### src/rtl/cic_decim_serial_comb_if.sv
// Sample-stream bundle between the upstream source, the CIC decimator and
// the downstream compensation filter.
interface cic_decim_serial_comb_if #(
    parameter int DW_IN  = 16,
    parameter int DW_OUT = 12
);
    logic                     clk_enable;
    logic signed [DW_IN-1:0]  filter_in;
    logic signed [DW_OUT-1:0] filter_out;
    logic                     ce_out;

    modport master (
        output clk_enable,
        output filter_in,
        input  filter_out,
        input  ce_out
    );

    modport slave (
        input  clk_enable,
        input  filter_in,
        output filter_out,
        output ce_out
    );
endinterface

### src/rtl/cic_decim_serial_comb.sv
// N-stage CIC decimator (differential delay 1). Integrators run at the input
// strobe rate; the comb section is evaluated once per R inputs by a single
// time-shared subtractor, one stage per clock, then rounded and saturated.
module cic_decim_serial_comb #(
    parameter int DW_IN  = 16,
    parameter int DW_OUT = 12,
    parameter int R      = 25,
    parameter int N      = 4
) (
    input  logic                          clk,
    input  logic                          reset_n,
    cic_decim_serial_comb_if.slave        bus
);
    localparam int CW     = $clog2(R);
    localparam int DW_ACC = DW_IN + N * CW;
    localparam int D      = DW_ACC - DW_OUT;
    localparam int KW     = (N > 1) ? $clog2(N) : 1;

    localparam logic [DW_ACC:0]   HALF    = (DW_ACC + 1)'(1) << (D - 1);
    localparam logic [DW_OUT-1:0] OUT_MAX = {1'b0, {(DW_OUT - 1){1'b1}}};

    typedef enum logic [1:0] {
        IDLE,
        LOAD,
        COMB,
        OUT
    } state_t;

    state_t state, state_nx;

    logic [DW_ACC-1:0] integ [N];
    logic [DW_ACC-1:0] dly   [N];
    logic [DW_ACC-1:0] work;
    logic [DW_ACC-1:0] diff;
    logic [DW_ACC:0]   rnd_sum;
    logic [DW_OUT-1:0] rnd_sat;
    logic [CW-1:0]     dec_cnt;
    logic [KW-1:0]     k_cnt;
    logic              tick;
    logic              last_stage;

    assign tick       = bus.clk_enable && (dec_cnt == CW'(R - 1));
    assign last_stage = (state == COMB) && (k_cnt == KW'(N - 1));

    // Shared comb subtractor and round-half-up / positive saturation of its result.
    always_comb begin
        diff    = work - dly[k_cnt];
        rnd_sum = {diff[DW_ACC-1], diff} + HALF;
        rnd_sat = rnd_sum[DW_ACC-1:D];
        if (!diff[DW_ACC-1] && (rnd_sum[DW_ACC] || rnd_sum[DW_ACC-1])) begin
            rnd_sat = OUT_MAX;
        end
    end

    // Integrator chain (registered, wrapping) and decimation counter.
    always_ff @(posedge clk) begin
        if (!reset_n) begin
            for (int unsigned k = 0; k < N; k++) begin
                integ[k] <= '0;
            end
            dec_cnt <= '0;
        end else if (bus.clk_enable) begin
            integ[0] <= integ[0] + {{(DW_ACC - DW_IN){bus.filter_in[DW_IN-1]}}, bus.filter_in};
            for (int unsigned k = 1; k < N; k++) begin
                integ[k] <= integ[k] + integ[k-1];
            end
            dec_cnt <= (dec_cnt == CW'(R - 1)) ? '0 : dec_cnt + CW'(1);
        end
    end

    // FSM state register.
    always_ff @(posedge clk) begin
        if (!reset_n) begin
            state <= IDLE;
        end else begin
            state <= state_nx;
        end
    end

    // FSM next-state logic; a tick arriving while busy is ignored.
    always_comb begin
        state_nx = state;
        case (state)
            IDLE:    if (tick) state_nx = LOAD;
            LOAD:    state_nx = COMB;
            COMB:    if (last_stage) state_nx = OUT;
            OUT:     state_nx = IDLE;
            default: state_nx = IDLE;
        endcase
    end

    // Comb datapath and output register.
    // The rounded result is registered on the last comb clock so that filter_out
    // and ce_out change on the same edge and ce_out is high during OUT.
    always_ff @(posedge clk) begin
        if (!reset_n) begin
            work <= '0;
            for (int unsigned k = 0; k < N; k++) begin
                dly[k] <= '0;
            end
            k_cnt          <= '0;
            bus.filter_out <= '0;
            bus.ce_out     <= 1'b0;
        end else begin
            bus.ce_out <= 1'b0;
            case (state)
                LOAD: begin
                    work  <= integ[N-1];
                    k_cnt <= '0;
                end
                COMB: begin
                    work       <= diff;
                    dly[k_cnt] <= work;
                    k_cnt      <= k_cnt + KW'(1);
                    if (last_stage) begin
                        bus.filter_out <= rnd_sat;
                        bus.ce_out     <= 1'b1;
                    end
                end
                default: ;
            endcase
        end
    end
endmodule

### src/flat_wrapper.sv
// flat-port wrapper written by rule: the top's interface ports become plain ports
module cic_decim_serial_comb_flat 
#(
    parameter int DW_IN  = 16,
    parameter int DW_OUT = 12,
    parameter int R      = 25,
    parameter int N      = 4
)
  (clk, reset_n, bus_clk_enable, bus_filter_in, bus_filter_out, bus_ce_out);
  cic_decim_serial_comb_if #(.DW_IN(DW_IN), .DW_OUT(DW_OUT)) bus_i ();
  input  logic clk;
  input  logic reset_n;
  input wire logic [$bits(bus_i.clk_enable)-1:0] bus_clk_enable;
  input wire logic [$bits(bus_i.filter_in)-1:0] bus_filter_in;
  output wire logic [$bits(bus_i.filter_out)-1:0] bus_filter_out;
  output wire logic [$bits(bus_i.ce_out)-1:0] bus_ce_out;
  assign bus_i.clk_enable = bus_clk_enable;
  assign bus_i.filter_in = bus_filter_in;
  assign bus_filter_out = bus_i.filter_out;
  assign bus_ce_out = bus_i.ce_out;
  cic_decim_serial_comb #(.DW_IN(DW_IN), .DW_OUT(DW_OUT), .R(R), .N(N)) u_core (.clk(clk), .reset_n(reset_n), .bus(bus_i));
endmodule
### config.mk
export PLATFORM = sky130hd
export DESIGN_NAME = cic_decim_serial_comb_flat
export DESIGN_NICKNAME = d
export VERILOG_FILES = /design/src/rtl/cic_decim_serial_comb_if.sv /design/src/rtl/cic_decim_serial_comb.sv /design/src/flat_wrapper.sv
export SDC_FILE = /design/constraint.sdc
export NUM_CORES = 1
export LEC_CHECK = 0
export ABC_AREA = 1
export BUFFER_PORTS_ARGS = -buffer_cell sky130_fd_sc_hd__buf_2
export CAP_MARGIN = 20
export CELL_PAD_IN_SITES_DETAIL_PLACEMENT = 0
export CELL_PAD_IN_SITES_GLOBAL_PLACEMENT = 1
export CORE_MARGIN = 2
export CORE_UTILIZATION = 49
export DETAILED_ROUTE_END_ITERATION = 8
export PLACE_DENSITY_LB_ADDON = 0.15
export SYNTH_ARGS = -nofsm -noshare
export SYNTH_HDL_FRONTEND = slang
export SYNTH_SLANG_ARGS = --single-unit
### constraint.sdc
create_clock -name clk -period 6.2 [get_ports clk]
set_input_delay 0.93 -clock clk [delete_from_list [all_inputs] [get_ports clk]]
set_output_delay 0.93 -clock clk [all_outputs]
set_load 0.05 [all_outputs]
; Yosys cells after proc, flatten, opt, wreduce, memory -nomap -nowiden
; Memory sizes are Yosys's and may differ from the RTL's. A register that Yosys moved wholly into a read port is not among the register bits.
; Index checks and enable logic that the tools add are counted.
[word_totals]
out_inout_bits = 13
mem_bits_rw = 288
inputBits = 19
n_memories = 2
ff_bits = 58
wordCells = 62
[mem_list]
columns = name, depth, word_bits, read_ports, rd_clocked_by_memory_dff, write_ports, line_no
row1 = u_core.dly, 4, 36, 1, 1, 4, cic_decim_serial_comb.sv:32  ; logic [DW_ACC-1:0] dly [N];
row2 = u_core.integ, 4, 36, 4, 0, 4, cic_decim_serial_comb.sv:31  ; logic [DW_ACC-1:0] integ [N];
[op_classes]
n_reduce_logical = 11
n_eq_ne = 7
n_addsub = 8
bitwise = 4
mux = 24
[ops]
columns = cell, count
row1 = $mux W36, 5
row2 = $add A36 B36 Y36, 4
row3 = $pmux W36 S2, 1
row4 = $add A36 B25 Y37 const B, 1
row5 = $reduce_or A36 Y1, 1
row6 = $sub A36 B36 Y36, 1
row7 = $mux W12, 1
row8 = $mux W2, 5
row9 = $mux W1, 9
row10 = $pmux W2 S4, 1
row11 = $eq A2 B2 Y1 const B, 3
row12 = $reduce_and A2 Y1, 3
row13 = $add A5 B1 Y5 const B, 1
row14 = $eq A5 B5 Y1 const B, 1
row15 = $mux W5, 1
row16 = $ne A2 B1 Y1 const B, 2
row17 = $or A1 B1 Y1, 4
row18 = $pmux W2 S2, 1
row19 = $logic_and A1 B1 Y1, 3
row20 = $add A2 B1 Y2 const B, 1
row21 = $eq A2 B1 Y1 const B, 1
row22 = $logic_not A2 Y1, 1
row23 = $reduce_bool A2 Y1, 1
row24 = $logic_not A1 Y1, 1
row25 = $logic_or A1 B1 Y1, 1

; Longest topological paths before layout
; Gate-level depths: netlist of run 1.
[logic_depth]
word_depth = 6
ltp_mapped = 26
depth_no_buf = 24

; Worst setup path after synthesis of run 1
; No wires, ideal clock.
[synth_path]
path_type = in2reg
startpoint = input port reset_n
endpoint = memory u_core.integ[0][0] (netlist name) (enable)
t_arrival_ns = 3.536
cell_stages = 2
setup_time_ns = 1.227
path_buffers = 1
setup_slack_ns = 1.437
required_ns = 4.973
path_cell_list = clkbuf_1 > nand2_1
[synth_lines]
columns = item, line_no
row1 = start: declaration, flat_wrapper.sv:12  ; input logic reset_n;
row2 = end: declaration, cic_decim_serial_comb.sv:31

==> parameters.txt, run 1 <==
Parameter                              Value

Status
  Result of the run    finished, final reports clean

Critical path
  Sort of element at the end of the critical path    register
  Slack of the worst reg-to-reg path    2.25 ns
  Count of cells along the worst register-to-register path    19
  Crit Path Category    register to register
  Endpoint required time on the critical path    6.71 ns
  Largest fanout on the critical path    72
  FF-to-FF End    u_core.bus.filter_out[8]
  Worst setup endpoint    u_core.bus.filter_out[8]
  Data arrival time of the critical path    4.46 ns
  Critical Path Start Type    register

Timing
  Setup-violating endpoint count in the final report    0
  Worst Max-Slew Pin Slew    1.02 ns
  Final period util    0.637
  Fmax achieved    253 MHz
  Rel. slew slack    0.317
  Final Hold Viols    0
  Clk_skew    0.0181 ns
  Setup repair after global routing missed its margin    no
  Final critical path time including I/O delays and setup    3.95 ns
  Sum of negative setup slack    0 ns
  Number of max-slew violations in the final report    0

Floorplan
  Initial core utilization    0.497
  Placeable Area    0.0491 mm2
  Vertical die dimension    227 um
  Die extent in x    227 um
  DIE AREA    0.0516 mm2
  Std cell rows    81
  IO Pins    32

Placed design
  Dpl hpwl    53.4 mm
  PortBufs    31
  Routability Congestion    0.962

Clocking
  Count of hold buffers inserted by post-cts repair    0
  Sink count of the clock tree    348
  Max H-tree Level    2
  Clk pin slew, worst setup/hold paths    0.06 ns
  Clock tree from TritonCTS    yes
  CTS root buffer    clkbuf_16
  TritonCTS buffer count    41
  Resized Gates After CTS    0
  Number of buffers added for setup after CTS    0
  Skew-Pair Late Insertion Delay    0.58 ns
  Clock Tree Buf Depth    3

Detailed routing
  Via total after detailed routing    21800
  Detail-routed net length per standard cell    18.3 um
  Vias per inst    5.59
  Count of unresolved DRC violations after routing    0
  Remaining number of nets flagged by the antenna check after routing    0
  Final routed wirelength across all metal layers    71.7 mm
  Number of iterations in the first detailed-routing pass    5
  Count of routing violations after the opening detailed-route iteration    1319

Global routing
  Global router's overall resource usage    0.279
  Global routing usage on met2    0.515
  Met3 usage in global routing    0.0308
  Busiest layer in global routing    met2
  First-pass GRT wire length    112 mm
  Residual overflow from global routing    0
  Via count of the first global-routing pass    21700
  Pin count of the biggest net entering global routing    116
  Antenna violations before repair    0
  Global routing met1 resource utilization    0.321

Power
  Cell area power density    363 mW/mm2
  PnR Total Power    9.70 mW
  Pleak    11.7 nW
  VDD IR-drop max    0.183 mV

Synthesis
  Area leader, netlist    edfxtp_1
  Cell types occupying the most area after synthesis    edfxtp_1 (35%), nand2_1 (10%), ha_1 (9.3%)
  Netlist area before placement    0.0244 mm2
  Count of flip-flops with a built-in enable after synthesis    288
  Flop and latch count out of synthesis    348
  Post-Syn Instances    3189
  Net Count, Synth    3394
  Number of unique standard cell types used by synthesis    53
  Most common flop cell mapped by yosys    edfxtp_1
  Portion of synthesized cell area occupied by the leading cell type    0.354
  List of most frequent post-synthesis cells    nand2_1 (672), nor2_1 (463), a21oi_1 (397)
  Share of the yosys chip area belonging to registers    0.404
  Share of async-settable or async-resettable flops after synthesis    0
  Yosys warns    0
  Mean area per synthesized cell    7.65 um2
  Most instantiated library cell after synthesis    nand2_1

Final layout
  Layout net count    3415
  Filler cell count in the final layout    4752
  Area added between synthesis and finish    9.57%
  Number of antenna diodes    0
  Total area of multi-input combinational cells    0.0128 mm2
  Storage element area    0.00985 mm2
  Share of layout cells above drive strength 1    0.0574

Job
  Max-cap check violation count    0

Hold path
  Min-delay worst type    register to register
[power breakdown]
group,internal (mW),leakage (nW),switching (mW)
sequential,2.82,3.57,0.195
clock,1.58,0.697,0.988
combinational,1.26,7.42,2.86
[through the flow]
stage / setup slack, ns / cell area, um2 / hold WS, ns / utilization / cells
finish: 2.25 / 26700 / 0.471 / 0.545 / 3907
global route: 1.96 / 26700 / 0.510 / 0.545 / 3907
CTS: 2.28 / 26700 / 0.469 / 0.544 / 3905
detailed placement: 2.28 / 25300 / 0.461 / 0.515 / 3829
global placement: 2.35 / 25300 / 0.456 / 0.515 / 3829
floorplan: 1.44 / 24400 / 0.445 / - / 3189
[cell type report]
| cell class | instances | area share |
|---|---|---|
| clock buffer | 59 | 0.0444 |
| clock inverter | 17 | 0.00875 |
| inverter | 388 | 0.0545 |
| multi-input combinational | 2381 | 0.480 |
| sequential | 348 | 0.369 |
| tap | 664 | 0.0311 |
| timing repair buffer | 50 | 0.0125 |
[worst min path at each step]
stage                                   start                         to  cells past startpoint
floorplan                     u_core.work[35]            u_core.work[35]                      2
global placement              u_core.work[35]            u_core.work[35]                      2
detailed placement  u_core.bus.filter_out[11]  u_core.bus.filter_out[11]                      2
CTS                 u_core.bus.filter_out[11]  u_core.bus.filter_out[11]                      2
global route        u_core.bus.filter_out[11]  u_core.bus.filter_out[11]                      2
finish              u_core.bus.filter_out[11]  u_core.bus.filter_out[11]                      2
[cell families (layout without fill, tap and decap cells)]
group,count (synthesis),after routing,synth area share
AND/OR/NAND/NOR,1331,1331,0.223
flip-flops,348,348,0.404
AO/OA/AOI/OAI,830,830,0.193
adder cells (fa/ha/maj),186,186,0.0969
XOR/XNOR,34,34,0.0122
buffers and inverters,460,514,0.0709
[registers in the layout, indices dropped and copies added (netlist names), named ones only]
register               count
u_core.dly               144
u_core.bus.ce_out          1
u_core.work               36
u_core.state               2
u_core.k_cnt               2
u_core.bus.filter_out     12
u_core.integ             144
u_core.dec_cnt             5
[critical path, stage by stage (launching register included)]
cell and delay (ns):
dfxtp_2 0.33, buf_4 0.63, nand2_1 0.11, a32o_1 0.33, ha_1 0.37, nand2_1 0.14
nor2_1 0.36, a21oi_1 0.12, nand2_1 0.21, nand2_1 0.10, nand2_1 0.07, nand2_1 0.04
nand2_1 0.12, ha_1 0.25, nand3_4 0.14, nor2_8 0.17, nand3_4 0.13, nand2_2 0.10
nor2_1 0.06, nor2_1 0.08
[placed cells by master, fill, tap and decap left out, drive strengths merged, types with 50 or more instances in the layout]
cell and count:
inv 386, a21oi 400, ha 181, nor2 479, buf 50, dfxtp 60, edfxtp 288, nand3 79
clkbuf 59, nand2 705, o21ai 238
[per-layer routing]
layer	routed length, um	up-vias
met5	0	-
li1	-	11000
met2	36100	476
met4	3460	0
met3	2570	166
met1	29500	10200
(Power assumes the default switching activity.)
==> run 2, diff against run 1 <==
==> constraint.sdc (replaced) <==
create_clock -name clk -period 4.15 [get_ports clk]
set_input_delay 0.6225 -clock clk [delete_from_list [all_inputs] [get_ports clk]]
set_output_delay 0.6225 -clock clk [all_outputs]
set_load 0.05 [all_outputs]
==> run 2 against run 1 <==
Worst setup slack lost 1.8 ns. Largest cell class unchanged. Sequential share of layout area shrank 0.074 points. Clock skew grew 0.0095 ns. Flip-flop and latch count is the same. Maximum frequency grew 5.6%. Worst hold slack lost 0.037 ns. Wire length grew 4.8%. Register-to-register slack lost 1.8 ns.
==> parameters.txt, run 2 (synthesis gave the netlist of run 1 again) <==
Parameter                              Value

Status
  Result of the run    finished, final reports clean

Placed design
  Dpl hpwl    56.7 mm
  Routability Congestion    1.01
  Post-placement setup slack    0.444 ns
  PortBufs    31

Critical path
  Crit Path Category    register to register
  Largest fanout on the critical path    38
  Endpoint required time on the critical path    4.61 ns
  Sort of element at the end of the critical path    register
  Count of cells along the worst register-to-register path    20
  Data arrival time of the critical path    4.20 ns
  Critical Path Start Type    register

Power
  Portion of total power attributed to sequential cells    0.312
  Internal Power    8.28 mW
  Cell area power density    539 mW/mm2
  VDD IR-drop max    0.267 mV
  Pleak    11.7 nW
  Clock share of power    0.256
  Proportion of total power due to net switching    0.426
  Portion of total power attributed to combinational logic    0.432
  Sw Pwr    6.15 mW

Clocking
  Clock tree from TritonCTS    yes
  Count of hold buffers inserted by post-cts repair    0
  Clk pin slew, worst setup/hold paths    0.06 ns
  Sink count of the clock tree    348
  CTS root buffer    clkbuf_16
  TritonCTS buffer count    41
  Number of buffers added for setup after CTS    0
  Clock Tree Buf Depth    3
  Resized Gates After CTS    0
  Skew-Pair Late Insertion Delay    0.59 ns
  Max H-tree Level    2

Global routing
  Via count of the first global-routing pass    21600
  Antenna violations before repair    0
  Pin count of the biggest net entering global routing    83
  Global router's overall resource usage    0.291
  First-pass GRT wire length    115 mm
  Residual overflow from global routing    0

Job
  Max-cap check violation count    0

Timing
  Final critical path time including I/O delays and setup    3.74 ns
  Worst Max-Slew Pin Slew    0.877 ns
  Number of max-slew violations in the final report    0
  Worst Setup Slack, final    0.410 ns
  Final Hold Viols    0
  Final period util    0.901
  Clk_skew    0.0276 ns
  Fmax achieved    267 MHz
  Rel. slew slack    0.410
  Sum of negative setup slack    0 ns
  Setup repair after global routing missed its margin    no
  Setup-violating endpoint count in the final report    0

Detailed routing
  Count of unresolved DRC violations after routing    0
  Detail-routed net length per standard cell    19.2 um
  Final routed wirelength across all metal layers    75.1 mm
  Remaining number of nets flagged by the antenna check after routing    0
  Count of routing violations after the opening detailed-route iteration    1628
  Number of iterations in the first detailed-routing pass    5
  Vias per inst    5.60
  Via total after detailed routing    21900

Floorplan
  Std cell rows    81
  DIE AREA    0.0516 mm2
  IO Pins    32
  Vertical die dimension    227 um
  Placeable Area    0.0491 mm2
  Die extent in x    227 um
  Initial core utilization    0.497

Final layout
  Layout net count    3425
  Number of antenna diodes    0
  Leading registers by flop count    u_core.dly (144), u_core.integ (144), u_core.work (36)
  Total area of multi-input combinational cells    0.0128 mm2
  Area added between synthesis and finish    9.79%
  Filler cell count in the final layout    4711
  Most common cell after layout, fill and taps aside    nand2_1
  Share of layout cells above drive strength 1    0.0603
  Storage element area    0.00985 mm2
  Leading cell types in the layout, fill and taps excluded    nand2_1 (669), nor2_1 (463), a21oi_1 (397)

Hold path
  Min-delay worst type    primary input to register
  Worst Min Path Start    bus_clk_enable
  Instance count along the most critical hold path    4
==> run 2: power groups by stage <==
stage	logic [mW]	registers [mW]	clock network, mW
5_1_grt	6.95	4.54	3.88
3_3_place_gp	6.13	4.55	0
4_1_cts	6.19	4.49	3.76
2_1_floorplan	4.54	4.44	0
6_report	6.23	4.50	3.70
3_5_place_dp	6.16	4.57	0
==> run 2: worst max-delay path, stage by stage (launching register included) <==
cell	delay, ns
dfxtp_2	0.34
inv_2	0.39
buf_12	0.27
nand2_1	0.08
a32o_1	0.24
ha_1	0.39
nand2_1	0.16
nor2_2	0.25
nand2_1	0.14
a21oi_1	0.24
nor2_1	0.12
nand2_2	0.09
nand2_1	0.05
nand2_1	0.15
nand2_1	0.14
nor2_2	0.19
nand3_1	0.09
nand2_1	0.06
nand2_1	0.05
nor2_1	0.10
nor2_1	0.05
==> run 2: area by class of cell <==
type / instances / area share
timing repair buffer: 60 / 0.0170
sequential: 348 / 0.368
clock buffer: 48 / 0.0397
tap: 664 / 0.0310
multi-input combinational: 2381 / 0.479
clock inverter: 26 / 0.0107
inverter: 388 / 0.0544
==> run 2: path summary, 6_finish.rpt <==
| check | to | slack [ns] |
|---|---|---|
| max | u_core.bus.filter_out[10] | 0.41 |
| min | u_core.dec_cnt[3] | 0.43 |
| max reg2reg | u_core.bus.filter_out[10] | 0.41 |
| min reg2reg | u_core.work[35] | 0.47 |
==> run 2: per-stage QoR <==
stage / hold WS, ns / instances / area, um2 / total power [mW] / util
floorplan: 0.445 / 3189 / 24400 / 8.98 / -
CTS: 0.409 / 3914 / 26800 / 14.4 / 0.546
finish: 0.434 / 3915 / 26800 / 14.4 / 0.546
detailed placement: 0.463 / 3840 / 25400 / 10.7 / 0.518
global placement: 0.457 / 3839 / 25400 / 10.7 / 0.518
global route: 0.418 / 3915 / 26800 / 15.4 / 0.546
==> run 2: routing by layer <==
layer	part of all wire	wire [um]	global-route usage
met3	0.037	2810	0.0343
met1	0.41	30400	0.332
met5	0	0	0
met4	0.040	3000	0.115
met2	0.52	38800	0.549
==> run 3, diff against run 2 <==
--- a/config.mk
+++ b/config.mk
@@ -12,6 +12,7 @@
 export CELL_PAD_IN_SITES_GLOBAL_PLACEMENT = 1
 export CORE_MARGIN = 2
 export CORE_UTILIZATION = 49
+export CTS_BUF_LIST = sky130_fd_sc_hd__clkbuf_16
 export DETAILED_ROUTE_END_ITERATION = 8
 export PLACE_DENSITY_LB_ADDON = 0.15
 export SYNTH_ARGS = -nofsm -noshare
==> constraint.sdc (replaced) <==
create_clock -name clk -period 4.15 [get_ports clk]
set_input_delay 0.83 -clock clk [delete_from_list [all_inputs] [get_ports clk]]
set_output_delay 0.83 -clock clk [all_outputs]
set_load 0.05 [all_outputs]
==> run 3 against run 2 <==
Core utilization increased by 0.077 points. Clock skew decreased by 0.0096 ns. Cell count increased by 0.10%. Register-to-register slack got worse by 0.03 ns. Via count decreased by 0.19%. Sequential share of layout area decreased by 0.051 points. Combinational power about the same. Flip-flop and latch count unchanged. Power about the same. Clock power about the same. Maximum frequency decreased by 0.84%. Global-route usage decreased by 0.24 points. Critical endpoint unchanged.
==> parameters.txt, run 3 (synthesis gave the netlist of run 1 again) <==
Parameter                              Value

Status
  Result of the run    finished, final reports clean

Timing
  Final period util    0.909
  Final Hold Viols    0
  Number of max-slew violations in the final report    0
  Fmax achieved    265 MHz
  Setup-violating endpoint count in the final report    0
  Final critical path time including I/O delays and setup    3.77 ns
  Rel. slew slack    0.458
  Sum of negative setup slack    0 ns
  Worst Max-Slew Pin Slew    0.812 ns
  Clk_skew    0.0180 ns
  Setup repair after global routing missed its margin    no

Global routing
  Pin count of the biggest net entering global routing    86
  First-pass GRT wire length    115 mm
  Global router's overall resource usage    0.288
  Via count of the first global-routing pass    21700
  Antenna violations before repair    0
  Residual overflow from global routing    0

Detailed routing
  Via total after detailed routing    21900
  Number of iterations in the first detailed-routing pass    5
  Count of routing violations after the opening detailed-route iteration    1209
  Vias per inst    5.58
  Detail-routed net length per standard cell    18.9 um
  Final routed wirelength across all metal layers    73.9 mm
  Remaining number of nets flagged by the antenna check after routing    0
  Count of unresolved DRC violations after routing    0

Clocking
  TritonCTS buffer count    42
  Clk pin slew, worst setup/hold paths    0.06 ns
  Max H-tree Level    2
  Clock Tree Buf Depth    3
  CTS root buffer    clkbuf_16
  Number of buffers added for setup after CTS    0
  Skew-Pair Late Insertion Delay    0.59 ns
  Clock tree from TritonCTS    yes
  Resized Gates After CTS    0
  Sink count of the clock tree    348
  Count of hold buffers inserted by post-cts repair    0

Critical path
  Critical Path Start Type    register
  Cell class contributing the biggest share of worst-path delay    simple AND/OR/NAND/NOR gates
  Count of buffering cells on the critical path with inverters included    2
  Slowest-stage cell, CP    inv_2
  Largest fanout on the critical path    34
  Data arrival time of the critical path    4.29 ns
  Critical path's largest stage delay    0.47 ns
  Endpoint required time on the critical path    4.67 ns
  Crit Path Category    register to register
  Most frequent cell on the critical path    nand2_1
  Sort of element at the end of the critical path    register
  Critical-path cell list    inv_2 > buf_12 > nand2_1 > a32o_1 > ha_1 > a21oi_1 > nand2_1 > o21bai_1 > a21oi_1 > nand2_1 > nand2_1 > nand2_2 > nor2_4 > nand2_4 > nor2_8 > nand3_4 > nand2_2 > nor2_1 > nor2_1

Final layout
  Leading cell types in the layout, fill and taps excluded    nand2_1 (669), nor2_1 (463), a21oi_1 (397)
  Filler cell count in the final layout    4741
  Post-route cell area    0.0268 mm2
  Layout net count    3426
  Number of antenna diodes    0
  Leading registers by flop count    u_core.dly (144), u_core.integ (144), u_core.work (36)
  Share of layout cells above drive strength 1    0.0605
  Most common cell after layout, fill and taps aside    nand2_1
  Final core utilization    0.547
  Area added between synthesis and finish    9.94%

Power
  VDD IR-drop max    0.283 mV
  Cell area power density    538 mW/mm2
  Pleak    11.7 nW

Floorplan
  IO Pins    32
  Die extent in x    227 um
  Placeable Area    0.0491 mm2
  Initial core utilization    0.497
  DIE AREA    0.0516 mm2
  Vertical die dimension    227 um
  Std cell rows    81

Job
  Max-cap check violation count    0

Placed design
  Dpl hpwl    56.2 mm
  Routability Congestion    0.968
  Placed Area    0.0254 mm2
  PortBufs    31

Hold path
  Min-delay worst type    register to register
-- run 3: cell count changes in the layout (fill, tap and decap cells not counted), sizes merged --
cell      previous run  this run
clkbuf              48        42
clkinvlp             1         4
inv                387       395
clkinv              21        20
-- run 3: cell type report --
cell class	instances	area, um2	area share
clock inverter	36	318	0.0118
timing repair buffer	60	473	0.0176
tap	664	831	0.0310
inverter	388	1460	0.0543
sequential	348	9850	0.367
clock buffer	42	1050	0.0392
multi-input combinational	2381	12800	0.479
-- run 3: per-stage QoR --
stage | std cells | total power [mW] | setup WS [ns] | hold slack, ns
4_1_cts | 3918 | 14.4 | 0.416 | 0.482
3_3_place_gp | 3839 | 10.7 | 0.454 | 0.463
2_1_floorplan | 3189 | 8.98 | 0.878 | 0.445
6_report | 3919 | 14.4 | 0.378 | 0.483
5_1_grt | 3919 | 15.4 | 0.0702 | 0.504
3_5_place_dp | 3840 | 10.7 | 0.418 | 0.464
-- run 3: worst register-to-register path, stage by stage (launching register included) --
cell and delay [ns]:
dfxtp_2 0.34, inv_2 0.47, buf_12 0.27, nand2_1 0.08, a32o_1 0.25, ha_1 0.40, a21oi_1 0.26, nand2_1 0.14
o21bai_1 0.17, a21oi_1 0.35, nand2_1 0.12, nand2_1 0.10, nand2_2 0.08, nor2_4 0.13, nand2_4 0.08, nor2_8 0.11
nand3_4 0.13, nand2_2 0.10, nor2_1 0.07, nor2_1 0.07
-- run 3: power breakdown --
part	total, mW	internal [mW]	switching (mW)
registers	4.50	4.21	0.293
logic	6.23	1.92	4.30
clock network	3.71	2.16	1.54
total	14.4	8.29	6.14
-- run 3: metal layers --
layer,vias up,share of wire,global-route usage
met5,-,0,0
met4,0,0.047,0.131
met3,149,0.034,0.0307
met2,483,0.51,0.543
met1,10300,0.40,0.326
li1,11000,-,-
-- run 3: path summary, 6_finish.rpt --
check | start | to | slack [ns] | cells after the start
max | register | u_core.bus.filter_out[10] | 0.38 | 19
min | u_core.bus.filter_out[11] | u_core.bus.filter_out[11] | 0.48 | 2
max reg2reg | register | u_core.bus.filter_out[10] | 0.38 | 19
min reg2reg | u_core.bus.filter_out[11] | u_core.bus.filter_out[11] | 0.48 | 2
